$ cat src/rtl/mpsoc_msp430_trace_term_monitor_if.sv
// Event stream from the trace/termination monitor to its consumer.
// master = monitor (drives the FIFO head), slave = consumer (drives ready).
interface mpsoc_msp430_trace_term_monitor_if #(
  parameter int DW = 16
);
  logic          ev_valid;
  logic          ev_ready;
  logic [4:0]    ev_core;
  logic [1:0]    ev_kind;
  logic [DW-1:0] ev_data;

  modport master (
    output ev_valid,
    output ev_core,
    output ev_kind,
    output ev_data,
    input  ev_ready
  );

  modport slave (
    input  ev_valid,
    input  ev_core,
    input  ev_kind,
    input  ev_data,
    output ev_ready
  );
endinterface

$ cat src/rtl/mpsoc_msp430_trace_term_monitor.sv
// N-core MSP430 trace/termination monitor.
// Snoops each core's write-back trace, keeps command/argument register shadows,
// decodes marker instructions into EXIT/PUTC/REPORT events, holds one pending
// event per core, arbitrates round-robin into a shared event FIFO, and tracks
// per-core termination, all-terminated and a run watchdog.
module mpsoc_msp430_trace_term_monitor #(
  parameter int             NUM_CORES  = 8,
  parameter int             DW         = 16,
  parameter logic [DW-1:0]  MARK_INSN  = 16'h4303,
  parameter logic [3:0]     CMD_REG    = 4'd15,
  parameter logic [3:0]     ARG_REG    = 4'd14,
  parameter int             FIFO_DEPTH = 8,
  parameter int             TIMEOUT_W  = 32
) (
  input  logic                      clk,
  input  logic                      rst,
  input  logic [NUM_CORES-1:0]      tr_valid,
  input  logic [NUM_CORES-1:0]      tr_wben,
  input  logic [4*NUM_CORES-1:0]    tr_wbreg,
  input  logic [DW*NUM_CORES-1:0]   tr_wbdata,
  input  logic [DW*NUM_CORES-1:0]   tr_insn,
  input  logic [TIMEOUT_W-1:0]      timeout_cycles,
  mpsoc_msp430_trace_term_monitor_if.master ev,
  output logic [NUM_CORES-1:0]      term,
  output logic                      all_term,
  output logic                      timeout,
  output logic [7:0]                drop_cnt
);

  localparam int AW = $clog2(FIFO_DEPTH);

  localparam logic [1:0] KIND_EXIT   = 2'd0;
  localparam logic [1:0] KIND_PUTC   = 2'd1;
  localparam logic [1:0] KIND_REPORT = 2'd2;

  // shadows and pending slots
  logic [DW-1:0]        cmd_sh_q   [NUM_CORES];
  logic [DW-1:0]        cmd_sh_d   [NUM_CORES];
  logic [DW-1:0]        arg_sh_q   [NUM_CORES];
  logic [DW-1:0]        arg_sh_d   [NUM_CORES];
  logic [NUM_CORES-1:0] pend_v_q, pend_v_d;
  logic [1:0]           pend_kind_q [NUM_CORES];
  logic [1:0]           pend_kind_d [NUM_CORES];
  logic [DW-1:0]        pend_data_q [NUM_CORES];
  logic [DW-1:0]        pend_data_d [NUM_CORES];

  // decode results
  logic [NUM_CORES-1:0] dec_v, dec_exit, drop, gnt_vec;
  logic [1:0]           dec_kind [NUM_CORES];
  logic [DW-1:0]        dec_data [NUM_CORES];

  // arbiter
  logic [4:0]           rr_ptr_q, rr_ptr_d;
  logic                 gnt_any;
  logic [4:0]           gnt_idx;
  logic [1:0]           gnt_kind;
  logic [DW-1:0]        gnt_data;

  // event FIFO
  logic [4:0]           fifo_core_q [FIFO_DEPTH];
  logic [4:0]           fifo_core_d [FIFO_DEPTH];
  logic [1:0]           fifo_kind_q [FIFO_DEPTH];
  logic [1:0]           fifo_kind_d [FIFO_DEPTH];
  logic [DW-1:0]        fifo_data_q [FIFO_DEPTH];
  logic [DW-1:0]        fifo_data_d [FIFO_DEPTH];
  logic [AW:0]          wr_ptr_q, wr_ptr_d, rd_ptr_q, rd_ptr_d, fifo_cnt;
  logic                 fifo_full, fifo_empty, push, pop, can_push;

  // status
  logic [NUM_CORES-1:0] term_q, term_d;
  logic                 all_term_q, all_term_d;
  logic                 timeout_q, timeout_d;
  logic [7:0]           drop_cnt_q, drop_cnt_d;
  logic [TIMEOUT_W-1:0] wd_cnt_q, wd_cnt_d;

  assign fifo_cnt   = wr_ptr_q - rd_ptr_q;
  assign fifo_full  = (fifo_cnt == (AW+1)'(FIFO_DEPTH));
  assign fifo_empty = (wr_ptr_q == rd_ptr_q);
  assign pop        = !fifo_empty && ev.ev_ready;
  assign can_push   = !fifo_full || pop;
  assign push       = gnt_any;

  assign ev.ev_valid = !fifo_empty;
  assign ev.ev_core  = fifo_empty ? 5'd0      : fifo_core_q[rd_ptr_q[AW-1:0]];
  assign ev.ev_kind  = fifo_empty ? 2'd0      : fifo_kind_q[rd_ptr_q[AW-1:0]];
  assign ev.ev_data  = fifo_empty ? {DW{1'b0}} : fifo_data_q[rd_ptr_q[AW-1:0]];

  assign term     = term_q;
  assign all_term = all_term_q;
  assign timeout  = timeout_q;
  assign drop_cnt = drop_cnt_q;

  // Shadow update and marker decode; decode sees the shadows as of the previous retirement.
  always_comb begin
    for (int i = 0; i < NUM_CORES; i++) begin
      cmd_sh_d[i] = cmd_sh_q[i];
      arg_sh_d[i] = arg_sh_q[i];
      dec_v[i]    = 1'b0;
      dec_exit[i] = 1'b0;
      dec_kind[i] = KIND_EXIT;
      dec_data[i] = arg_sh_q[i];
      if (tr_valid[i] && tr_wben[i]) begin
        if (tr_wbreg[4*i +: 4] == CMD_REG) cmd_sh_d[i] = tr_wbdata[DW*i +: DW];
        if (tr_wbreg[4*i +: 4] == ARG_REG) arg_sh_d[i] = tr_wbdata[DW*i +: DW];
      end
      if (tr_valid[i] && (tr_insn[DW*i +: DW] == MARK_INSN)) begin
        case (cmd_sh_q[i])
          DW'(1): begin
            dec_v[i]    = 1'b1;
            dec_exit[i] = 1'b1;
            dec_kind[i] = KIND_EXIT;
          end
          DW'(4): begin
            dec_v[i]    = 1'b1;
            dec_kind[i] = KIND_PUTC;
            dec_data[i] = {{(DW-8){1'b0}}, arg_sh_q[i][7:0]};
          end
          DW'(2): begin
            dec_v[i]    = 1'b1;
            dec_kind[i] = KIND_REPORT;
          end
          default: ;
        endcase
      end
    end
  end

  // Round-robin grant: first pending core at or above the pointer, else first from zero.
  always_comb begin
    gnt_any  = 1'b0;
    gnt_idx  = 5'd0;
    gnt_kind = 2'd0;
    gnt_data = {DW{1'b0}};
    if (can_push) begin
      for (int i = 0; i < NUM_CORES; i++) begin
        if (!gnt_any && pend_v_q[i] && (5'(i) >= rr_ptr_q)) begin
          gnt_any  = 1'b1;
          gnt_idx  = 5'(i);
          gnt_kind = pend_kind_q[i];
          gnt_data = pend_data_q[i];
        end
      end
      for (int i = 0; i < NUM_CORES; i++) begin
        if (!gnt_any && pend_v_q[i]) begin
          gnt_any  = 1'b1;
          gnt_idx  = 5'(i);
          gnt_kind = pend_kind_q[i];
          gnt_data = pend_data_q[i];
        end
      end
    end
    rr_ptr_d = rr_ptr_q;
    if (gnt_any) rr_ptr_d = (gnt_idx == 5'(NUM_CORES-1)) ? 5'd0 : gnt_idx + 5'd1;
  end

  // Pending slots, drop accounting and termination tracking.
  always_comb begin
    pend_v_d   = pend_v_q;
    term_d     = term_q | dec_exit;
    drop_cnt_d = drop_cnt_q;
    for (int i = 0; i < NUM_CORES; i++) begin
      pend_kind_d[i] = pend_kind_q[i];
      pend_data_d[i] = pend_data_q[i];
      gnt_vec[i]     = gnt_any && (gnt_idx == 5'(i));
      drop[i]        = dec_v[i] && pend_v_q[i] && !gnt_vec[i];
      if (gnt_vec[i]) pend_v_d[i] = 1'b0;
      if (dec_v[i] && (!pend_v_q[i] || gnt_vec[i])) begin
        pend_v_d[i]    = 1'b1;
        pend_kind_d[i] = dec_kind[i];
        pend_data_d[i] = dec_data[i];
      end
      if (drop[i] && (drop_cnt_d != 8'hFF)) drop_cnt_d = drop_cnt_d + 8'd1;
    end
  end

  // Event FIFO write/read pointers and storage.
  always_comb begin
    for (int j = 0; j < FIFO_DEPTH; j++) begin
      fifo_core_d[j] = fifo_core_q[j];
      fifo_kind_d[j] = fifo_kind_q[j];
      fifo_data_d[j] = fifo_data_q[j];
    end
    wr_ptr_d = wr_ptr_q;
    rd_ptr_d = rd_ptr_q;
    if (push) begin
      fifo_core_d[wr_ptr_q[AW-1:0]] = gnt_idx;
      fifo_kind_d[wr_ptr_q[AW-1:0]] = gnt_kind;
      fifo_data_d[wr_ptr_q[AW-1:0]] = gnt_data;
      wr_ptr_d = wr_ptr_q + (AW+1)'(1);
    end
    if (pop) rd_ptr_d = rd_ptr_q + (AW+1)'(1);
  end

  // All-terminated flag and run watchdog; whichever of all_term/timeout comes first wins.
  always_comb begin
    all_term_d = &term_q;
    wd_cnt_d   = wd_cnt_q;
    if (!all_term_q) wd_cnt_d = wd_cnt_q + TIMEOUT_W'(1);
    timeout_d  = timeout_q ||
                 (!all_term_q && (timeout_cycles != '0) && (wd_cnt_d == timeout_cycles));
  end

  // State registers, synchronously cleared.
  always_ff @(posedge clk) begin
    if (rst) begin
      for (int i = 0; i < NUM_CORES; i++) begin
        cmd_sh_q[i]    <= '0;
        arg_sh_q[i]    <= '0;
        pend_kind_q[i] <= '0;
        pend_data_q[i] <= '0;
      end
      for (int j = 0; j < FIFO_DEPTH; j++) begin
        fifo_core_q[j] <= '0;
        fifo_kind_q[j] <= '0;
        fifo_data_q[j] <= '0;
      end
      pend_v_q   <= '0;
      rr_ptr_q   <= '0;
      wr_ptr_q   <= '0;
      rd_ptr_q   <= '0;
      term_q     <= '0;
      all_term_q <= 1'b0;
      timeout_q  <= 1'b0;
      drop_cnt_q <= '0;
      wd_cnt_q   <= '0;
    end else begin
      for (int i = 0; i < NUM_CORES; i++) begin
        cmd_sh_q[i]    <= cmd_sh_d[i];
        arg_sh_q[i]    <= arg_sh_d[i];
        pend_kind_q[i] <= pend_kind_d[i];
        pend_data_q[i] <= pend_data_d[i];
      end
      for (int j = 0; j < FIFO_DEPTH; j++) begin
        fifo_core_q[j] <= fifo_core_d[j];
        fifo_kind_q[j] <= fifo_kind_d[j];
        fifo_data_q[j] <= fifo_data_d[j];
      end
      pend_v_q   <= pend_v_d;
      rr_ptr_q   <= rr_ptr_d;
      wr_ptr_q   <= wr_ptr_d;
      rd_ptr_q   <= rd_ptr_d;
      term_q     <= term_d;
      all_term_q <= all_term_d;
      timeout_q  <= timeout_d;
      drop_cnt_q <= drop_cnt_d;
      wd_cnt_q   <= wd_cnt_d;
    end
  end

endmodule

$ cat src/flat_wrapper.sv
// flat-port wrapper written by rule: the top's interface ports become plain ports
module mpsoc_msp430_trace_term_monitor_flat 
#(
  parameter int             NUM_CORES  = 8,
  parameter int             DW         = 16,
  parameter logic [DW-1:0]  MARK_INSN  = 16'h4303,
  parameter logic [3:0]     CMD_REG    = 4'd15,
  parameter logic [3:0]     ARG_REG    = 4'd14,
  parameter int             FIFO_DEPTH = 8,
  parameter int             TIMEOUT_W  = 32
)
  (clk, rst, tr_valid, tr_wben, tr_wbreg, tr_wbdata, tr_insn, timeout_cycles, term, all_term, timeout, drop_cnt, ev_ev_valid, ev_ev_core, ev_ev_kind, ev_ev_data, ev_ev_ready);
  mpsoc_msp430_trace_term_monitor_if #(.DW(DW)) ev_i ();
  input  logic clk;
  input  logic rst;
  input  logic [NUM_CORES-1:0] tr_valid;
  input  logic [NUM_CORES-1:0] tr_wben;
  input  logic [4*NUM_CORES-1:0] tr_wbreg;
  input  logic [DW*NUM_CORES-1:0] tr_wbdata;
  input  logic [DW*NUM_CORES-1:0] tr_insn;
  input  logic [TIMEOUT_W-1:0] timeout_cycles;
  output logic [NUM_CORES-1:0] term;
  output logic all_term;
  output logic timeout;
  output logic [7:0] drop_cnt;
  output wire logic [$bits(ev_i.ev_valid)-1:0] ev_ev_valid;
  output wire logic [$bits(ev_i.ev_core)-1:0] ev_ev_core;
  output wire logic [$bits(ev_i.ev_kind)-1:0] ev_ev_kind;
  output wire logic [$bits(ev_i.ev_data)-1:0] ev_ev_data;
  input wire logic [$bits(ev_i.ev_ready)-1:0] ev_ev_ready;
  assign ev_ev_valid = ev_i.ev_valid;
  assign ev_ev_core = ev_i.ev_core;
  assign ev_ev_kind = ev_i.ev_kind;
  assign ev_ev_data = ev_i.ev_data;
  assign ev_i.ev_ready = ev_ev_ready;
  mpsoc_msp430_trace_term_monitor #(.NUM_CORES(NUM_CORES), .DW(DW), .MARK_INSN(MARK_INSN), .CMD_REG(CMD_REG), .ARG_REG(ARG_REG), .FIFO_DEPTH(FIFO_DEPTH), .TIMEOUT_W(TIMEOUT_W)) u_core (.clk(clk), .rst(rst), .tr_valid(tr_valid), .tr_wben(tr_wben), .tr_wbreg(tr_wbreg), .tr_wbdata(tr_wbdata), .tr_insn(tr_insn), .timeout_cycles(timeout_cycles), .ev(ev_i), .term(term), .all_term(all_term), .timeout(timeout), .drop_cnt(drop_cnt));
endmodule
$ cat config.mk
export PLATFORM = sky130hd
export DESIGN_NAME = mpsoc_msp430_trace_term_monitor_flat
export DESIGN_NICKNAME = d
export VERILOG_FILES = /design/src/rtl/mpsoc_msp430_trace_term_monitor_if.sv /design/src/rtl/mpsoc_msp430_trace_term_monitor.sv /design/src/flat_wrapper.sv
export SDC_FILE = /design/constraint.sdc
export NUM_CORES = 2
export LEC_CHECK = 0
export ABC_AREA = 1
export CAP_MARGIN = 20
export CORE_MARGIN = 1
export CORE_UTILIZATION = 45
export CTS_CLUSTER_DIAMETER = 150
export DETAILED_ROUTE_END_ITERATION = 6
export GPL_ROUTABILITY_DRIVEN = 1
export MAX_ROUTING_LAYER = met4
export PLACE_DENSITY_LB_ADDON = 0.25
export SLEW_MARGIN = 25
export SYNTH_ARGS = -nofsm -noshare
export SYNTH_HDL_FRONTEND = slang
export SYNTH_SLANG_ARGS = --single-unit
$ cat constraint.sdc
create_clock -name clk -period 21.7 [get_ports clk]
set_clock_uncertainty 0.1 [all_clocks]
set_input_delay 2.17 -clock clk [delete_from_list [all_inputs] [get_ports clk]]
set_output_delay 2.17 -clock clk [all_outputs]
set_load 0.02 [all_outputs]
## Word-level counts from Yosys, hierarchy flattened

Memory sizes are Yosys's and may differ from the RTL's. A register that Yosys moved wholly into a read port is not among the register bits.
Cells that the tools add are included.

| word-level totals | value |
|---|---|
| memories | 7 |
| bits in writable memories | 584 |
| register bits after elaboration | 71 |

| cells by class | value |
|---|---|
| equal/unequal tests | 66 |
| bitwise logic cells | 58 |
| $lt $le $gt $ge | 10 |
| mux-type cells | 300 |
| reductions and logical operators | 146 |
| $add $sub $neg | 13 |

Memory list:

| memory | depth | width | rd ports | clocked after Yosys merged registers in | wr ports | line | RTL |
|---|---|---|---|---|---|---|---|
| u_core.arg_sh_q | 8 | 16 | 8 | 0 | 8 | mpsoc_msp430_trace_term_monitor.sv:39 | `logic [DW-1:0] arg_sh_q [NUM_CORES];` |
| u_core.cmd_sh_q | 8 | 16 | 8 | 0 | 8 | mpsoc_msp430_trace_term_monitor.sv:37 | `logic [DW-1:0] cmd_sh_q [NUM_CORES];` |
| u_core.fifo_data_q | 8 | 16 | 9 | 1 | 8 | mpsoc_msp430_trace_term_monitor.sv:64 | `logic [DW-1:0] fifo_data_q [FIFO_DEPTH];` |
| u_core.pend_data_q | 8 | 16 | 8 | 0 | 8 | mpsoc_msp430_trace_term_monitor.sv:44 | `logic [DW-1:0] pend_data_q [NUM_CORES];` |
| u_core.fifo_core_q | 8 | 5 | 9 | 1 | 8 | mpsoc_msp430_trace_term_monitor.sv:60 | `logic [4:0] fifo_core_q [FIFO_DEPTH];` |
| u_core.fifo_kind_q | 8 | 2 | 9 | 1 | 8 | mpsoc_msp430_trace_term_monitor.sv:62 | `logic [1:0] fifo_kind_q [FIFO_DEPTH];` |
| 1 more memories | -- | -- | -- | -- | -- | -- |  |

Operator list:

| cell | number |
|---|---|
| $mux 16 | 108 |
| $bwmux 128 | 1 |
| $eq 16x1->1 const B | 8 |
| $eq 16x15->1 const B | 8 |
| $eq 16x2->1 const B | 8 |
| $eq 16x3->1 const B | 8 |
| $mux 128 | 1 |
| $mux 2 | 53 |
| $mux 1 | 84 |
| $logic_and 1x1->1 | 83 |
| $eq 4x4->1 const B | 17 |
| $add 8x1->8 const B | 8 |
| $mux 8 | 8 |
| $ne 8x8->1 const B | 8 |
| $mux 5 | 12 |
| $or 1x1->1 | 56 |
| $mux 3 | 18 |
| $demux 16 s3 | 1 |
| $bwmux 40 | 1 |
| $mux 40 | 1 |
| $logic_not 1->1 | 34 |
| $add 32x1->32 const B | 1 |
| $eq 32x32->1 | 1 |
| $mux 32 | 1 |
| 24 further kinds | 64 |

## Longest topological paths before layout

| logic depth | value |
|---|---|
| word-level depth | 99 |
| mapped depth | 81 |

## Least setup slack after synthesis

No wires, ideal clock.

| path | value |
|---|---|
| path type | input -> register |
| from | input port ev_ev_ready |
| to | register u_core.drop_cnt_q[0], in the netlist u_core.drop_cnt[0] |
| setup slack | 12120 ps |
| stages on the path | 64 |
| arrival | 9370 ps |
| required time | 21490 ps |
| path through | nand2_2 inv_2 nor4_4 inv_2 nand2_1 clkbuf_1 ha_1 inv_1 nor2_1 nand2_4 nand2_1 nor2_1 nand2_1 nand2_1 inv_2 ha_1 nand3_2 nor2_4 [28 not listed] nand3_4 nand2_2 nand2_1 nand2_2 ha_1 nand3_1 nor2_4 nand3_4 nand2_2 nand2_1 nand2_2 nand2_2 nor2_4 nand2_2 nand2_1 nand2_1 nand3_1 inv_1 |

| on the way | value |
|---|---|
| cells in the longest elaborated chain, start to end | 30 |

Ends and longest elaborated chain:

| what | line | RTL |
|---|---|---|
| from (decl) | flat_wrapper.sv:30 | `input wire logic [$bits(ev_i.ev_ready)-1:0] ev_ev_ready;` |
| $logic_and 1x1->1 * | mpsoc_msp430_trace_term_monitor.sv:79 | `assign pop = !fifo_empty && ev.ev_ready;` |
| $logic_or 1x1->1 * | mpsoc_msp430_trace_term_monitor.sv:80 | `assign can_push = !fifo_full \|\| pop;` |
| parallel branches: the longest is 27 deep, another holds $add 8x1->8 | -- |  |
| $mux 8 * | mpsoc_msp430_trace_term_monitor.sv:172 | `if (drop[i] && (drop_cnt_d != 8'hFF)) drop_cnt_d = drop_cnt_d + 8'd1;` |
| to (signal assigned) | mpsoc_msp430_trace_term_monitor.sv:245 | `drop_cnt_q <= drop_cnt_d;` |
| to (decl) | mpsoc_msp430_trace_term_monitor.sv:73 | `logic [7:0] drop_cnt_q, drop_cnt_d;` |

Every way passes the cells marked *.
A chain may end at the register's enable or synchronous reset.

## Worst setup path after layout

| path | value |
|---|---|
| from | register u_core.rr_ptr_q[2] |
| to | register u_core.drop_cnt_q[0], in the netlist u_core.drop_cnt[0] |

| on the way | value |
|---|---|
| cells in the longest elaborated chain, start to end | 98 |

Ends and longest elaborated chain:

| what | line | RTL |
|---|---|---|
| from (decl) | mpsoc_msp430_trace_term_monitor.sv:53 | `logic [4:0] rr_ptr_q, rr_ptr_d;` |
| from (signal assigned) | mpsoc_msp430_trace_term_monitor.sv:239 | `rr_ptr_q <= rr_ptr_d;` |
| parallel branches: the longest is 97 deep, another holds $ge 1x5->1 | -- |  |
| $mux 8 * | mpsoc_msp430_trace_term_monitor.sv:172 |  |

Every way passes the cells marked *. The select of a mux whose other input is x is not followed.

==> results.yml <==
setup_path:
  r2r-start: "u_core.rr_ptr_q[2]$_SDFFE_PP0P_"
  crit_required_ps: 22100
  cp-end-kind: "register"
  worstPathMaxFanout: 20
  crit_path_start_kind: "register"
  worstPathArrival_ps: 11620
  r2r_end: "u_core.drop_cnt[0]$_SDFF_PP0_"
  crit_type: "register to register"
  crit_top_cell: "nand2_1"
  endpoint: "u_core.drop_cnt[0]$_SDFF_PP0_"
  crit_start: "u_core.rr_ptr_q[2]$_SDFFE_PP0P_"
  r2r_cells: 77
  r2r_slack_ps: 10480
  max_stage_delay_ps: 800
  crit_path_top_delay_cell: "nor2_1"
worst_hold_path:
  min-delay-path-class: "register to register"
synthesis:
  yosysWarnings: 0
  yosysMostFrequentCell: "nor2_1"
  synthTopCellsByArea: "dfxtp_1 41%, nor2_1 11%, o21ai_0 10%"
  syn_area_per_cell_um2: 6.98
  syn_area_um2: 31100
  synth_common_cells: "887 x nor2_1, 642 x o21ai_0, 641 x dfxtp_1"
  netlist_instances: 4450
  ys.flop_type: "dfxtp_1"
  synth_largest_area_cell: "dfxtp_1"
  ys_seq_area_frac: 0.413
  synth_top_area_frac: 0.413
  async_reset_ff_frac: 0
  ys_ff_latch: 641
  synth_cell_types: 58
  synth_edf_count: 0
status:
  status: "complete, no violations"
cts:
  cts_buffers: 70
  postCtsHoldBufs: 0
  clk_pin_slew_worst_paths_ps: 60
  ctsRootBufferMaster: "clkbuf_16"
  post_cts_buffers: 0
  cts_max_path_buffers: 3
  cts_resized: 0
  cts_tree: "built"
  clock_latency_ps: 620
  htree_num_levels: 3
  numClockSinks: 641
final_layout:
  syn_to_final_growth_pct: 21.7
  n_antenna_cell: 0
  filler_cell_count: 6492
  stdcell_count: 5627
  seqCellArea_um2: 12800
  nNetsFinal: 5061
  drive_above_1_share: 0.0591
  multiInputGateArea_um2: 16000
power_and_ir_drop:
  comb_power_share: 0.076
  powerDensity_nw_per_um2: 69.3
  p_sw_frac: 0.234
  power.share.sequential: 0.454
  vdd_ir_drop_max_uv: 58.3
  power.internal_mw: 2.01
  switching_power_uw: 612
  clockPowerShare: 0.471
  leakage_nw: 14.6
placed_design:
  portBuffers: 378
  dpl.hpwl_mm: 71.7
  dp.cells: 5501
  place.gp.congestion: 0.978
detailed_routing:
  wl_per_cell_um: 17.7
  drc: 0
  drtIter0Drc: 2721
  antenna_left: 0
  wl_mm: 99.4
  vias: 31200
  viasPerCell: 5.54
  drt_pass1_iterations: 6
timing:
  tns_ps: 0
  finalCriticalPeriod_ps: 11220
  hold_slack_ps: 355
  setup_viol: 0
  slew_violations: 0
  rsz0062_at_grt: "no"
  worstMarginPinSlew_ps: 1080
  slew_headroom: 0.277
  timing.fmax_ghz: 0.0891
  finalCritPeriodShare: 0.517
  hold_violations: 0
global_routing:
  grt_max_degree: 168
  antenna_found_initial: 0
  grt_pass1_vias: 28700
  grt.overflow.total: 0
  grt_use_total: 0.285
  grt_pass1_wl_mm: 157
floorplan:
  ios: 381
  fp.dieArea_um2: 70100
  core_um2: 67800
  initial_core_util: 0.459
  die_h_um: 265
  fp-row-count: 95
  die_x_um: 265
job:
  max_cap_violations: 0
routing by layer:
metal  up-vias  part of all wire  track usage
met4         0             0.028       0.0930
met1     14500              0.45        0.376
met5         -                 0            -
li1      15600                 -            -
met2       965              0.46        0.450
met3       157             0.061       0.0386
cells in the final DEF, fill, tap and decap left out, types with 10 or more instances in the layout:
master	n
clkinv_1	10
nand4_1	85
nor2_2	14
o211ai_1	50
nor4_1	92
xor2_1	40
inv_1	388
clkdlybuf4s50_1	377
nand2_1	415
nand2_2	45
clkbuf_16	75
ha_1	19
nor2_1	878
o21ai_0	642
nor2_4	22
inv_2	17
o22ai_1	20
nand3_1	140
dfxtp_1	639
buf_4	23
o221ai_1	21
a22oi_1	15
a31oi_1	26
a211oi_1	62
xnor2_1	24
nor3_1	59
clkbuf_1	17
a21oi_1	394
power by group through the flow:
stage          clock network (mW)  logic, mW  registers [mW]
3_3_place_gp                    0      0.194            1.22
5_1_grt                      1.30      0.219            1.19
4_1_cts                      1.25      0.197            1.19
3_5_place_dp                    0      0.196            1.22
2_1_floorplan                   0     0.0962            1.21
6_report                     1.23      0.198            1.19
layout make-up:
class,instances,share of cell area
clock buffers,101,0.0546
repair buffers,404,0.106
inverters,416,0.0415
flip-flops and latches,641,0.339
multi-input cells,3170,0.422
clock inverters,22,0.00780
well taps,873,0.0289
registers in the layout (all words and copies together), names as in the netlist, named ones only:
register / cells
u_core.all_term: 1
u_core.arg_sh_q: 128
u_core.cmd_sh_q: 128
u_core.drop_cnt: 8
u_core.fifo_core_q: 24
u_core.fifo_data_q: 128
u_core.fifo_kind_q: 16
u_core.pend_data_q: 128
u_core.pend_kind_q: 16
u_core.pend_v_q: 8
u_core.rd_ptr_q: 4
u_core.rr_ptr_q: 4
u_core.term: 8
u_core.timeout: 1
u_core.wd_cnt_q: 32
u_core.wr_ptr_q: 4
worst min path at each step:
stage | from | end | slack, ps | depth (start not counted)
after floorplan | u_core.cmd_sh_q[0][8]$_SDFFE_PP0P_ | u_core.cmd_sh_q[0][8]$_SDFFE_PP0P_ | 330 | 2
after global placement | u_core.cmd_sh_q[0][9]$_SDFFE_PP0P_ | u_core.cmd_sh_q[0][9]$_SDFFE_PP0P_ | 340 | 2
after detailed placement | u_core.cmd_sh_q[0][9]$_SDFFE_PP0P_ | u_core.cmd_sh_q[0][9]$_SDFFE_PP0P_ | 350 | 2
after CTS | u_core.cmd_sh_q[0][9]$_SDFFE_PP0P_ | u_core.cmd_sh_q[0][9]$_SDFFE_PP0P_ | 350 | 2
after global routing | u_core.fifo_core_q[0][2]$_SDFFE_PP0P_ | u_core.fifo_core_q[0][2]$_SDFFE_PP0P_ | 370 | 2
final | u_core.cmd_sh_q[0][8]$_SDFFE_PP0P_ | u_core.cmd_sh_q[0][8]$_SDFFE_PP0P_ | 350 | 2
worst max-delay path: cells and delay by family, from the launching register on:
family                     cells  cell delay (ps)
adders and majority gates      7             1480
and+or+nand+nor               59             8030
buffers and inverters          9              880
DFF                            1              340
AOI/OAI and AO/OA              2              260
through the flow:
stage	total power [mW]	instance area (µm²)	utilization	worst slack (ps)
floorplan	1.31	31100	-	12120
global placement	1.41	35400	0.522	10230
detailed placement	1.41	35400	0.523	10140
CTS	2.63	37800	0.557	10520
global route	2.71	37800	0.558	9150
finish	2.62	37800	0.558	10480
cells by family after synthesis:
family                     synth area share
other                              0.000121
DFF                                   0.413
buffers and inverters                0.0780
muxes                              0.000322
and+or+nand+nor                       0.261
AOI/OAI and AO/OA                     0.222
adders and majority gates           0.00765
xor gates and xnor gates             0.0180
(Power assumes the default switching activity.)
